$ cat src/rtl/if_id_queue_if.sv
// if_id_queue_if: fetch/decode handshake bundle for the IF/ID queue.
//   master : fetch + decode side (drives pc_i, inst_i, in_valid, out_ready,
//            jump_flag, stall_signal; observes in_ready, pc_o, inst_o,
//            out_valid, count_o)
//   slave  : the queue itself (opposite directions)
interface if_id_queue_if #(
  parameter int unsigned DEPTH     = 4,
  parameter int unsigned XLEN      = 32,
  parameter int unsigned STALL_LEN = 6
);
  localparam int unsigned CntW = $clog2(DEPTH) + 1;

  logic [XLEN-1:0]      pc_i;
  logic [XLEN-1:0]      inst_i;
  logic                 in_valid;
  logic                 in_ready;
  logic [XLEN-1:0]      pc_o;
  logic [XLEN-1:0]      inst_o;
  logic                 out_valid;
  logic                 out_ready;
  logic                 jump_flag;
  logic [STALL_LEN-1:0] stall_signal;
  logic [CntW-1:0]      count_o;

  modport master (
    output pc_i, inst_i, in_valid, out_ready, jump_flag, stall_signal,
    input  in_ready, pc_o, inst_o, out_valid, count_o
  );

  modport slave (
    input  pc_i, inst_i, in_valid, out_ready, jump_flag, stall_signal,
    output in_ready, pc_o, inst_o, out_valid, count_o
  );
endinterface

$ cat src/rtl/if_id_queue.sv
// if_id_queue: circular buffer of {pc, inst} entries between fetch and decode.
//   clk  : rising-edge clock
//   rst  : asynchronous active-low reset, clears pointers and occupancy
//   bus  : if_id_queue_if.slave -- push side (pc_i/inst_i/in_valid/in_ready),
//          pop side (pc_o/inst_o/out_valid/out_ready), jump_flag flush,
//          stall_signal vector, count_o occupancy
module if_id_queue #(
  parameter int unsigned DEPTH     = 4,
  parameter int unsigned XLEN      = 32,
  parameter int unsigned STALL_LEN = 6,
  parameter int unsigned STALL_BIT = 1
) (
  input logic            clk,
  input logic            rst,
  if_id_queue_if.slave   bus
);
  localparam int unsigned PtrW = $clog2(DEPTH);
  localparam int unsigned CntW = PtrW + 1;

  logic [XLEN-1:0] r_pc_mem   [DEPTH];
  logic [XLEN-1:0] r_inst_mem [DEPTH];
  logic [PtrW-1:0] r_rptr, r_wptr;
  logic [CntW-1:0] r_count;
  logic [PtrW-1:0] w_rptr_d, w_wptr_d;
  logic [CntW-1:0] w_count_d;

  logic w_full, w_out_valid, w_in_ready, w_push, w_pop;

  // in_ready depends only on registered occupancy and jump_flag, so a pop
  // in the same cycle never frees a slot combinationally.
  assign w_full      = (r_count == CntW'(DEPTH));
  assign w_out_valid = (r_count != '0);
  assign w_in_ready  = ~w_full & ~bus.jump_flag;
  assign w_push      = bus.in_valid & w_in_ready;
  assign w_pop       = w_out_valid & bus.out_ready & ~bus.stall_signal[STALL_BIT] &
                       ~bus.jump_flag;

  always_comb begin
    w_rptr_d  = r_rptr;
    w_wptr_d  = r_wptr;
    w_count_d = r_count;
    if (bus.jump_flag) begin
      w_rptr_d  = '0;
      w_wptr_d  = '0;
      w_count_d = '0;
    end else begin
      if (w_push) w_wptr_d = r_wptr + 1'b1;  // power-of-two depth wraps naturally
      if (w_pop)  w_rptr_d = r_rptr + 1'b1;
      unique case ({w_push, w_pop})
        2'b10:   w_count_d = r_count + 1'b1;
        2'b01:   w_count_d = r_count - 1'b1;
        default: w_count_d = r_count;
      endcase
    end
  end

  always_ff @(posedge clk or negedge rst) begin
    if (!rst) begin
      r_rptr  <= '0;
      r_wptr  <= '0;
      r_count <= '0;
    end else begin
      r_rptr  <= w_rptr_d;
      r_wptr  <= w_wptr_d;
      r_count <= w_count_d;
    end
  end

  // Storage is never cleared; stale entries are hidden by occupancy.
  always_ff @(posedge clk) begin
    if (w_push) begin
      r_pc_mem[r_wptr]   <= bus.pc_i;
      r_inst_mem[r_wptr] <= bus.inst_i;
    end
  end

  assign bus.in_ready  = w_in_ready;
  assign bus.out_valid = w_out_valid;
  assign bus.count_o   = r_count;
  assign bus.pc_o      = w_out_valid ? r_pc_mem[r_rptr]   : '0;
  assign bus.inst_o    = w_out_valid ? r_inst_mem[r_rptr] : '0;
endmodule

$ cat src/flat_wrapper.sv
// flat-port wrapper written by rule: the top's interface ports become plain ports
module if_id_queue_flat 
#(
  parameter int unsigned DEPTH     = 4,
  parameter int unsigned XLEN      = 32,
  parameter int unsigned STALL_LEN = 6,
  parameter int unsigned STALL_BIT = 1
)
  (clk, rst, bus_pc_i, bus_inst_i, bus_in_valid, bus_out_ready, bus_jump_flag, bus_stall_signal, bus_in_ready, bus_pc_o, bus_inst_o, bus_out_valid, bus_count_o);
  if_id_queue_if #(.DEPTH(DEPTH), .XLEN(XLEN), .STALL_LEN(STALL_LEN)) bus_i ();
  input logic clk;
  input logic rst;
  input wire logic [$bits(bus_i.pc_i)-1:0] bus_pc_i;
  input wire logic [$bits(bus_i.inst_i)-1:0] bus_inst_i;
  input wire logic [$bits(bus_i.in_valid)-1:0] bus_in_valid;
  input wire logic [$bits(bus_i.out_ready)-1:0] bus_out_ready;
  input wire logic [$bits(bus_i.jump_flag)-1:0] bus_jump_flag;
  input wire logic [$bits(bus_i.stall_signal)-1:0] bus_stall_signal;
  output wire logic [$bits(bus_i.in_ready)-1:0] bus_in_ready;
  output wire logic [$bits(bus_i.pc_o)-1:0] bus_pc_o;
  output wire logic [$bits(bus_i.inst_o)-1:0] bus_inst_o;
  output wire logic [$bits(bus_i.out_valid)-1:0] bus_out_valid;
  output wire logic [$bits(bus_i.count_o)-1:0] bus_count_o;
  assign bus_i.pc_i = bus_pc_i;
  assign bus_i.inst_i = bus_inst_i;
  assign bus_i.in_valid = bus_in_valid;
  assign bus_i.out_ready = bus_out_ready;
  assign bus_i.jump_flag = bus_jump_flag;
  assign bus_i.stall_signal = bus_stall_signal;
  assign bus_in_ready = bus_i.in_ready;
  assign bus_pc_o = bus_i.pc_o;
  assign bus_inst_o = bus_i.inst_o;
  assign bus_out_valid = bus_i.out_valid;
  assign bus_count_o = bus_i.count_o;
  if_id_queue #(.DEPTH(DEPTH), .XLEN(XLEN), .STALL_LEN(STALL_LEN), .STALL_BIT(STALL_BIT)) u_core (.clk(clk), .rst(rst), .bus(bus_i));
endmodule
$ cat config.mk
export PLATFORM = sky130hd
export DESIGN_NAME = if_id_queue_flat
export DESIGN_NICKNAME = d
export VERILOG_FILES = /design/src/rtl/if_id_queue_if.sv /design/src/rtl/if_id_queue.sv /design/src/flat_wrapper.sv
export SDC_FILE = /design/constraint.sdc
export NUM_CORES = 1
export LEC_CHECK = 0
export CAP_MARGIN = 30
export CORE_UTILIZATION = 40
export CTS_CLUSTER_DIAMETER = 60
export DETAILED_ROUTE_END_ITERATION = 7
export PLACE_DENSITY = 0.65
export SETUP_SLACK_MARGIN = 0.5
export SLEW_MARGIN = 20
export SYNTH_ARGS = -nofsm -noshare
export SYNTH_HDL_FRONTEND = slang
export SYNTH_SLANG_ARGS = --single-unit
$ cat constraint.sdc
create_clock -name clk -period 7.3 [get_ports clk]
set_input_delay 2.19 -clock clk [delete_from_list [all_inputs] [get_ports clk]]
set_output_delay 2.19 -clock clk [all_outputs]
set_load 0.005 [all_outputs]
==> results.yml, run 1 <==
clock_network:
  cts_tree: "yes"
  cts_setup_buffers: 0
  cts.repair.resized: 0
  insertion_delay_ns: 0.54
  cts.sink_count: 263
  cts_max_path_buffers: 3
  holdBufCountCts: 0
  cts_root_buffer: "clkbuf_16"
  cts_made_buffers: 28
  ctsHtreeMaxLevel: 1
  clkTransAtPathRegs_ns: 0.06
global_routing:
  grt_max_degree: 66
  grt_use_total_pct: 14.99
  antenna_found_initial: 0
  grt_pass1_wl_um: 29750
  overflow: 0
  grt_pass1_vias: 5324
sta:
  relSlewSlack_pct: 56.55
  setup_viol: 0
  max_freq_ghz: 0.1747
  worstMarginPinSlew_ns: 0.6518
  fin_crit_sh_pct: 78.42
  finalSetupTns_ns: 0
  finalHoldViolations: 0
  worst_slack_ns: 1.575
  grt_setup_unrepaired: "no"
  slew_viol_final: 0
  skew_ns: 0.01972
  min_period_ns: 5.725
drt:
  post_drt_wl_per_cell_um: 20.04
  via_per_inst: 5.068
  wl_met1_um: 8079
  route.met3.wl_um: 893
  drtIter0Drc: 188
  drtAntennaViolNets: 0
  top_layer: "met4"
  vias: 4875
  drc: 0
  met2WireLength_um: 9966
  drt_wl_total_um: 19280
  first_pass_iters: 4
placement:
  portBuffers: 138
  dp_cells: 910
  dp_worst_setup_slack_ns: 1.589
  gp_congestion: 0.7084
  dp_hpwl_um: 10890
critical_path:
  path_class: "input port to output port"
  worstSetupStartpointType: "input port"
  crit_start: "bus_jump_flag"
  required_ns: 5.11
  endpoint_kind: "output port"
  path_max_fanout: 12
  r2r-end: "u_core.bus.count_o[2]"
  ff2ff_path_depth: 7
  arrival_ns: 3.53
  r2r_start: "u_core.bus.count_o[0]"
  r2r_slack_ns: 4.86
  endpoint: "bus_in_ready"
yosys:
  synthFlopType: "edfxtp_1"
  ys_seq_area_share_pct: 77.25
  syn_inst: 457
  synth-seq-cells: 263
  synthesis.area_um2: 10180
  synth_top_area_share_pct: 75.53
  yosysMostFrequentCell: "edfxtp_1"
  synth_edf_count: 256
  synth-async-reset-ratio_pct: 2.662
  syn-num-nets: 537
  synth_cell_types: 32
  synth_common_cells: "edfxtp_1 (256), and2_1 (68), mux4_2 (64)"
  synth_area_leaders: "edfxtp_1 (76%), mux4_2 (14%), and2_1 (4.2%)"
  yosys_warnings: 0
  avgSynthCellArea_um2: 22.27
  yosysTopAreaCell: "edfxtp_1"
finish:
  antenna_cells: 0
  final_util_pct: 51.62
  nFillCells: 2022
  synthToLayoutAreaGrowth_pct: 26.98
  layout-drive-gt1-share_pct: 19.94
  fin_cells: 962
  final_nets: 691
die:
  die_w_um: 161.5
  start_util_pct: 40.65
  die_height_um: 161.5
  ios: 144
  core.rowCount: 58
  die-area_um2: 26090
  coreArea_um2: 25040
pwr:
  ir_drop_mv: 0.1876
  p_per_area_nw_per_um2: 272.3
  power_leakage_nw: 4.084
job:
  cap_violations: 0
run_status:
  outcome: "completed"
min_path:
  hold_path.class: "flip-flop to flip-flop"
==> cell type report <==
type	instances	area [um2]	area share (%)
Multi-Input combinational cell	169	2183	16.89
Inverter	3	13.76	0.1065
Clock inverter	20	209.0	1.617
Tap cell	330	412.9	3.195
Timing Repair Buffer	146	1524	11.79
Clock buffer	31	711.9	5.508
Sequential cell	263	7870	60.89
==> layer usage <==
layer	GRT usage, %	vias to the layer above
met5	0	-
met4	3.988	0
met3	2.696	33
met2	26.37	127
met1	19.12	2550
li1	-	2165
==> power breakdown <==
| group | internal [W] | switching, W |
|---|---|---|
| combinational | 0.000225 | 0.000161 |
| clock | 0.000842 | 0.000557 |
| sequential | 0.00171 | 0.0000208 |
| total | 0.00278 | 0.000739 |
==> logic make-up (layout without fill, tap and decap cells) <==
kind of cell             after synthesis  after routing  synth area share, %
AO/OA/AOI/OAI                          7              7               0.5779
AND/OR/NAND/NOR                       87             87                5.261
buffers and inverters                 25            200                1.401
XOR/XNOR                               4              4               0.4180
flip-flops                           263            263                77.25
multiplexers                          66             66                14.41
adder cells (fa/ha/maj)                5              5               0.6884
==> critical path, cell delays in order <==
cell and delay [ns]:
clkdlybuf4s50_1 0.61, a21oi_1 0.21, clkdlybuf4s50_1 0.52
==> placed cells by master, fill, tap and decap left out, drive strengths merged <==
cell           count
nor2b              2
mux2               1
nor2               6
nor4               1
nor3b              1
a31oi              1
a21boi             1
mux2i              1
nand2              1
and2              68
a21oi              2
or4                1
fa                 1
clkinv            15
dfrtp              7
clkbuf            31
nand2b             4
edfxtp           256
o311ai             1
ha                 4
xnor2              4
buf                8
clkinvlp           1
bufinv             4
mux4              64
nor3               1
a21o               1
clkdlybuf4s50    138
o31ai              1
nand3              2
inv                3
==> state kept, by name, indices dropped and copies added (netlist names) <==
signal              flops
u_core.r_rptr           2
u_core.r_wptr           2
u_core.r_pc_mem       128
u_core.r_inst_mem     128
u_core.bus.count_o      3
==> worst min-delay path by stage <==
| stage | startpoint | end | cells past startpoint |
|---|---|---|---|
| 2_1_floorplan | u_core.r_wptr[0] | u_core.r_wptr[0] | 2 |
| 3_3_place_gp | u_core.r_wptr[0] | u_core.r_wptr[0] | 2 |
| 3_5_place_dp | u_core.r_wptr[0] | u_core.r_wptr[0] | 2 |
| 4_1_cts | u_core.r_wptr[0] | u_core.r_wptr[0] | 2 |
| 5_1_grt | u_core.r_wptr[1] | u_core.r_wptr[1] | 2 |
| 6_report | u_core.r_wptr[0] | u_core.r_wptr[0] | 2 |
==> stage by stage <==
step / power, W / hold WS, ns / area (um2)
after CTS: 0.003556 / 0.6399 / 12900
after detailed placement: 0.002159 / 0.6205 / 11980
after floorplan: 0.001939 / 0.5616 / 10180
after global placement: 0.002143 / 0.5846 / 11870
after global routing: 0.003651 / 0.6762 / 12920
final: 0.003520 / 0.6326 / 12920
(Power assumes the default switching activity.)
==> run 2, diff against run 1 <==
--- a/config.mk
+++ b/config.mk
@@ -9,7 +9,7 @@
 export CORE_UTILIZATION = 40
 export CTS_CLUSTER_DIAMETER = 60
 export DETAILED_ROUTE_END_ITERATION = 7
-export PLACE_DENSITY = 0.65
+export PLACE_DENSITY = 0.67
 export SETUP_SLACK_MARGIN = 0.5
 export SLEW_MARGIN = 20
 export SYNTH_ARGS = -nofsm -noshare
==> constraint.sdc (replaced) <==
create_clock -name clk -period 4.61 [get_ports clk]
set_input_delay 1.383 -clock clk [delete_from_list [all_inputs] [get_ports clk]]
set_output_delay 1.383 -clock clk [all_outputs]
set_load 0.005 [all_outputs]
==> run 2 against run 1 <==
- power grew 54%
- critical path depth grew 2
- cell area grew 0.36%
- first-iteration DRC count grew 22%
- largest cell class unchanged
- highest routed layer unchanged
==> results.yml, run 2 (synthesized netlist as in run 1, its figures left out) <==
sta:
  slew_viol_final: 0
  skew_ns: 0.007808
  worstMarginPinSlew_ns: 0.5257
  fin_crit_sh_pct: 85.38
  min_period_ns: 3.936
  finalSetupTns_ns: 0
  holdWs_ns: 0.6234
  grt_setup_unrepaired: "no"
  worst_slack_ns: 0.6739
  setup_viol: 0
  finalHoldViolations: 0
  max_freq_ghz: 0.2541
  relSlewSlack_pct: 64.96
finish:
  antenna_cells: 0
  final_nets: 705
  mostFrequentLayoutCells: "edfxtp_1 (256), clkdlybuf4s50_1 (138), mux4_2 (64), and2_1 (64), clkbuf_16 (27)"
  synthToLayoutAreaGrowth_pct: 27.44
  layout-drive-gt1-share_pct: 21.74
  finalInstanceArea_um2: 12970
  final_common_cell: "edfxtp_1"
clock_network:
  cts_max_path_buffers: 3
  clkTransAtPathRegs_ns: 0.06
  ctsHtreeMaxLevel: 1
  cts_root_buffer: "clkbuf_16"
  cts_made_buffers: 27
  cts_tree: "yes"
  holdBufCountCts: 0
  cts.sink_count: 263
  insertion_delay_ns: 0.52
drt:
  first_pass_iters: 4
  drtAntennaViolNets: 0
  drtIter0Drc: 229
  route.met3.wl_um: 888
  drc: 0
  top_layer: "met4"
  wl_met1_um: 8457
  via_per_inst: 5.065
  drt_wl_total_um: 19300
  vias: 4933
  post_drt_wl_per_cell_um: 19.82
  met2WireLength_um: 9626
global_routing:
  grt_use_total_pct: 14.95
  grt_max_degree: 46
  grt_pass1_wl_um: 29870
  overflow: 0
  grt_pass1_vias: 5327
  antenna_found_initial: 0
placement:
  portBuffers: 138
  gp_congestion: 0.7361
  dp_hpwl_um: 11560
  dp_worst_setup_slack_ns: 0.6151
  dpl_cell_area_um2: 12050
die:
  core.rowCount: 58
  start_util_pct: 40.65
  coreArea_um2: 25040
  die_w_um: 161.5
  ios: 144
  die_height_um: 161.5
  die-area_um2: 26090
critical_path:
  critPathMaxStageDelay_ns: 0.49
  worstSetupStartpointType: "flip-flop"
  crit_family: "buffers and inverters"
  path_class: "flip-flop to output port"
  crit_slowest_cell: "clkdlybuf4s50_1"
  cp_cell_sequence: "nor3_2, inv_2, buf_12, and2_1, clkdlybuf4s50_1"
  path_max_fanout: 45
  required_ns: 3.23
  endpoint_kind: "output port"
  arrival_ns: 2.55
  crit_buf_inv: 3
pwr:
  p_per_area_nw_per_um2: 417.9
  power_leakage_nw: 4.136
  ir_drop_mv: 0.2031
min_path:
  hold_path.class: "flip-flop to flip-flop"
job:
  cap_violations: 0
run_status:
  outcome: "completed"
-- run 2: cell types whose count changed in the layout (fill, tap and decap cells not counted), sizes merged --
cell      change
bufinv        -2
buf          +15
inv           +2
clkinv        +1
clkbuf        -3
clkinvlp      -1
-- run 2: path summary, 6_finish.rpt --
kind                                               to                   from  slack (ns)  cells after the start
worst max-delay path                   bus_inst_o[31]  u_core.bus.count_o[2]        0.67                      5
worst min-delay path                 u_core.r_wptr[0]       u_core.r_wptr[0]        0.62                      2
worst max register to register  u_core.bus.count_o[2]  u_core.bus.count_o[0]        2.07                      7
worst min register to register       u_core.r_wptr[0]       u_core.r_wptr[0]        0.62                      2
max in group asynchronous            u_core.r_rptr[1]                    rst        3.17                      1
min in group asynchronous       u_core.bus.count_o[2]                    rst        1.14                      1
-- run 2: per-layer routing --
metal	global-route usage, %	vias to the layer above
li1	-	2202
met1	20.08	2569
met2	25.39	131
met3	2.414	31
met4	3.988	0
met5	0	-
-- run 2: through the flow --
stage / total power (W) / instances / util [%]
final: 0.005421 / 974 / 51.81
after global routing: 0.005621 / 974 / 51.81
after CTS: 0.005476 / 964 / 51.51
after detailed placement: 0.003436 / 915 / 48.13
after global placement: 0.003418 / 915 / 48.13
after floorplan: 0.003071 / 457 / -
-- run 2: power breakdown --
group | internal (W) | total (W) | switching, W
combinational | 0.000378 | 0.000645 | 0.000267
clock | 0.00118 | 0.00203 | 0.000856
sequential | 0.00271 | 0.00274 | 0.0000286
-- run 2: layout make-up --
type | count | area, um2
fillers | 1982 | 12070
clock inverters | 20 | 152.6
well taps | 330 | 412.9
repair buffers | 161 | 1662
flip-flops and latches | 263 | 7870
clock buffers | 28 | 679.4
multi-input cells | 169 | 2183
inverters | 3 | 11.26
-- run 2: what timing repair did --
item | CTS | global route
gates resized for setup | 0 | 0
endpoints found under the hold margin | 0 | 0
setup buffers | 1 | 10
cloned | 0 | 0
setup endpoints to repair | 45 | 2
-- run 2: worst register-to-register path: stages, from the launching register on --
cell and delay (ns):
dfrtp_1 0.50, nor2_2 0.14, a21oi_4 0.32, nor4_1 0.12, fa_1 0.44, or4_1 0.56
a21o_1 0.20, a31oi_1 0.17
==> run 3, diff against run 2 <==
--- a/config.mk
+++ b/config.mk
@@ -5,7 +5,7 @@
 export SDC_FILE = /design/constraint.sdc
 export NUM_CORES = 1
 export LEC_CHECK = 0
-export CAP_MARGIN = 30
+export CAP_MARGIN = 10
 export CORE_UTILIZATION = 40
 export CTS_CLUSTER_DIAMETER = 60
 export DETAILED_ROUTE_END_ITERATION = 7
==> results of run 3 <==
The final DEF is identical to that of run 2; final timing and power are the same.
==> RTL change (settings of run 2) <==
Make the reset (`rst`) synchronous in one clocked block. Comments in the files are not updated.
--- a/src/rtl/if_id_queue.sv
+++ b/src/rtl/if_id_queue.sv
@@ -54,7 +54,7 @@
     end
   end
 
-  always_ff @(posedge clk or negedge rst) begin
+  always_ff @(posedge clk) begin
     if (!rst) begin
       r_rptr  <= '0;
       r_wptr  <= '0;
Formal check against the unedited RTL: differs if rst is asserted again (counterexample within 4 cycles, from zero or initial values and one cycle with rst low); with rst held inactive, the same outputs for 4 cycles.
==> RTL change against run 2 <==
Worst setup slack worse by 9.1 ps; wire length is 2.8% higher; die area is 0.71% higher; cell area is 0.89% lower; sequential cell count is 2 higher; synthesized area is 0.73% higher; critical endpoint is now bus_pc_o[26]; largest cell class unchanged.
Power is not compared: it rests on default switching activity, and its combinational part moved more than twofold at a synthesized area within 25%.
==> RTL change: results (changes against run 2) <==
| Metric | Value |
|---|---|
| Status | `completed` |
| Number of global-route vias before repair | `5,445 (+2.2%)` |
| Sequential fraction of the synthesis area | `76.7% (-0.51 points)` |
| FF-to-FF Start | `u_core.bus.count_o[2]$_SDFFE_PP0P_` |
| Startpoint types | `register` |
| Endpoints failing hold | `0 (unchanged)` |
| H-tree Lvls | `1 (unchanged)` |
| CP max stage cell | `mux4_2` |
| Post-CTS Resized | `0 (unchanged)` |
| Critical path arrival | `2560 ps (about the same)` |
| DR iter-0 viols | `275 (+20%)` |
| Routed wire per std cell | `20.5 um (+3.7%)` |
| Layout fillers | `1,979 (-0.15%)` |
| Final setup skew | `9.15 ps (+1.34 ps)` |
| Yosys cell types | `33 (+3.1%)` |
| FFs w/ async S/R, synth | `0% (-2.7 points)` |
| First-pass GRT wire length | `30,100 um (+0.65%)` |
| Yosys Warn Count | `0 (unchanged)` |
| Initial antenna violation count | `2 (+2)` |
| Via density | `5.11 (+0.87%)` |
| Layout cells sized above 1 | `18.6% (-3.2 points)` |
| Hold Crit Start | `u_core.r_rptr[1]$_SDFFE_PP0P_` |
| Final nets | `701 (-0.57%)` |
| Largest net degree at the start of global routing | `66 (+43%)` |
| Final HPWL DP | `11,500 um (-0.53%)` |
| Max incr delay on CP | `540 ps (+50 ps)` |
| GP Congestion | `0.706 (-4.0%)` |
| Drt pass-1 iters | `7 (+3)` |
| Syn_nets | `544 (+1.3%)` |
| Commonest cells post-synth | `edfxtp_1, and2_1, mux4_2` |
| Top cells by area, synth | `edfxtp_1, mux4_2, and2_1` |
| Slew headroom | `57.2% (-7.8 points)` |
| Crit-path max FO | `34 (-24%)` |
| Total track usage | `15.1% (+0.17 points)` |
| DRC viols | `0 (unchanged)` |
| Clock Path Buffers | `3 (unchanged)` |
[RTL change: cell types whose count changed in the layout (fill, tap and decap cells not counted), moves of 3 or more]
| cell | change |
|---|---|
| buf_4 | -9 |
| dfxtp_1 | +7 |
| dfrtp_1 | -5 |
| and3_4 | +4 |
| inv_1 | +4 |
| mux4_1 | +4 |
| mux4_2 | -4 |
| a21oi_1 | +3 |
| and2_4 | -3 |
| xnor2_1 | -3 |
[RTL change: logic make-up (layout without fill, tap and decap cells)]
| kind of cell | count (synthesis) | in the layout | synth area share (%) |
|---|---|---|---|
| fa+ha+maj | 6 | 6 | 0.805 |
| xor+xnor | 2 | 2 | 0.171 |
| simple gates | 88 | 88 | 5.31 |
| flops | 265 | 265 | 76.7 |
| mux | 64 | 64 | 14.2 |
| compound gates | 9 | 9 | 0.586 |
| other cells | 0 | 1 | 0 |
| buf+inv | 29 | 201 | 2.18 |
[RTL change: final cells by class]
type / count / area share (%)
Tap cell: 330 / 3.21
Clock inverter: 15 / 0.944
Sequential cell: 265 / 61.3
Inverter: 7 / 0.204
Clock buffer: 29 / 5.31
Timing Repair Buffer: 150 / 12.1
Multi-Input combinational cell: 169 / 17.0
Antenna cell: 1 / 0.0195
[RTL change: layer usage]
metal | routed length (um) | global-route usage [%] | share of wire [%] | up-vias
met5 | 0 | 0 | 0 | -
met4 | 340 | 4.16 | 1.7 | 0
met3 | 1110 | 2.89 | 5.6 | 29
met2 | 10200 | 26.7 | 51 | 145
met1 | 8190 | 19.0 | 41 | 2566
li1 | - | - | - | 2195
[RTL change: where the power goes]
part	internal, mW	switching, mW
logic	0.119	0.0848
registers	2.68	0.00836
clock network	1.17	0.835
[RTL change: path summary, 6_finish.rpt]
path | cells after the start | slack, ps | to
max | 4 | 660 | bus_pc_o[26]
min | 2 | 510 | register
max reg2reg | 9 | 2070 | u_core.bus.count_o[2]$_SDFFE_PP0P_
min reg2reg | 2 | 510 | register
[RTL change: stage by stage]
step | cells | cell area, sq um | setup WS (ps) | hold slack (ps) | utilization [%]
2_1_floorplan | 463 | 10300 | 885 | 455 | -
3_3_place_gp | 919 | 12000 | 707 | 462 | 47.7
3_5_place_dp | 919 | 12000 | 744 | 493 | 47.7
4_1_cts | 964 | 12800 | 525 | 510 | 51.0
5_1_grt | 965 | 12900 | 504 | 553 | 51.0
6_report | 966 | 12900 | 665 | 509 | 51.1
[RTL change: worst register-to-register path: cells and delay by family, from the launching register on]
kind / cells / cell delay, ps
flops: 1 / 400
fa+ha+maj: 2 / 560
buf+inv: 2 / 140
xor+xnor: 1 / 170
simple gates: 3 / 1050
compound gates: 1 / 150
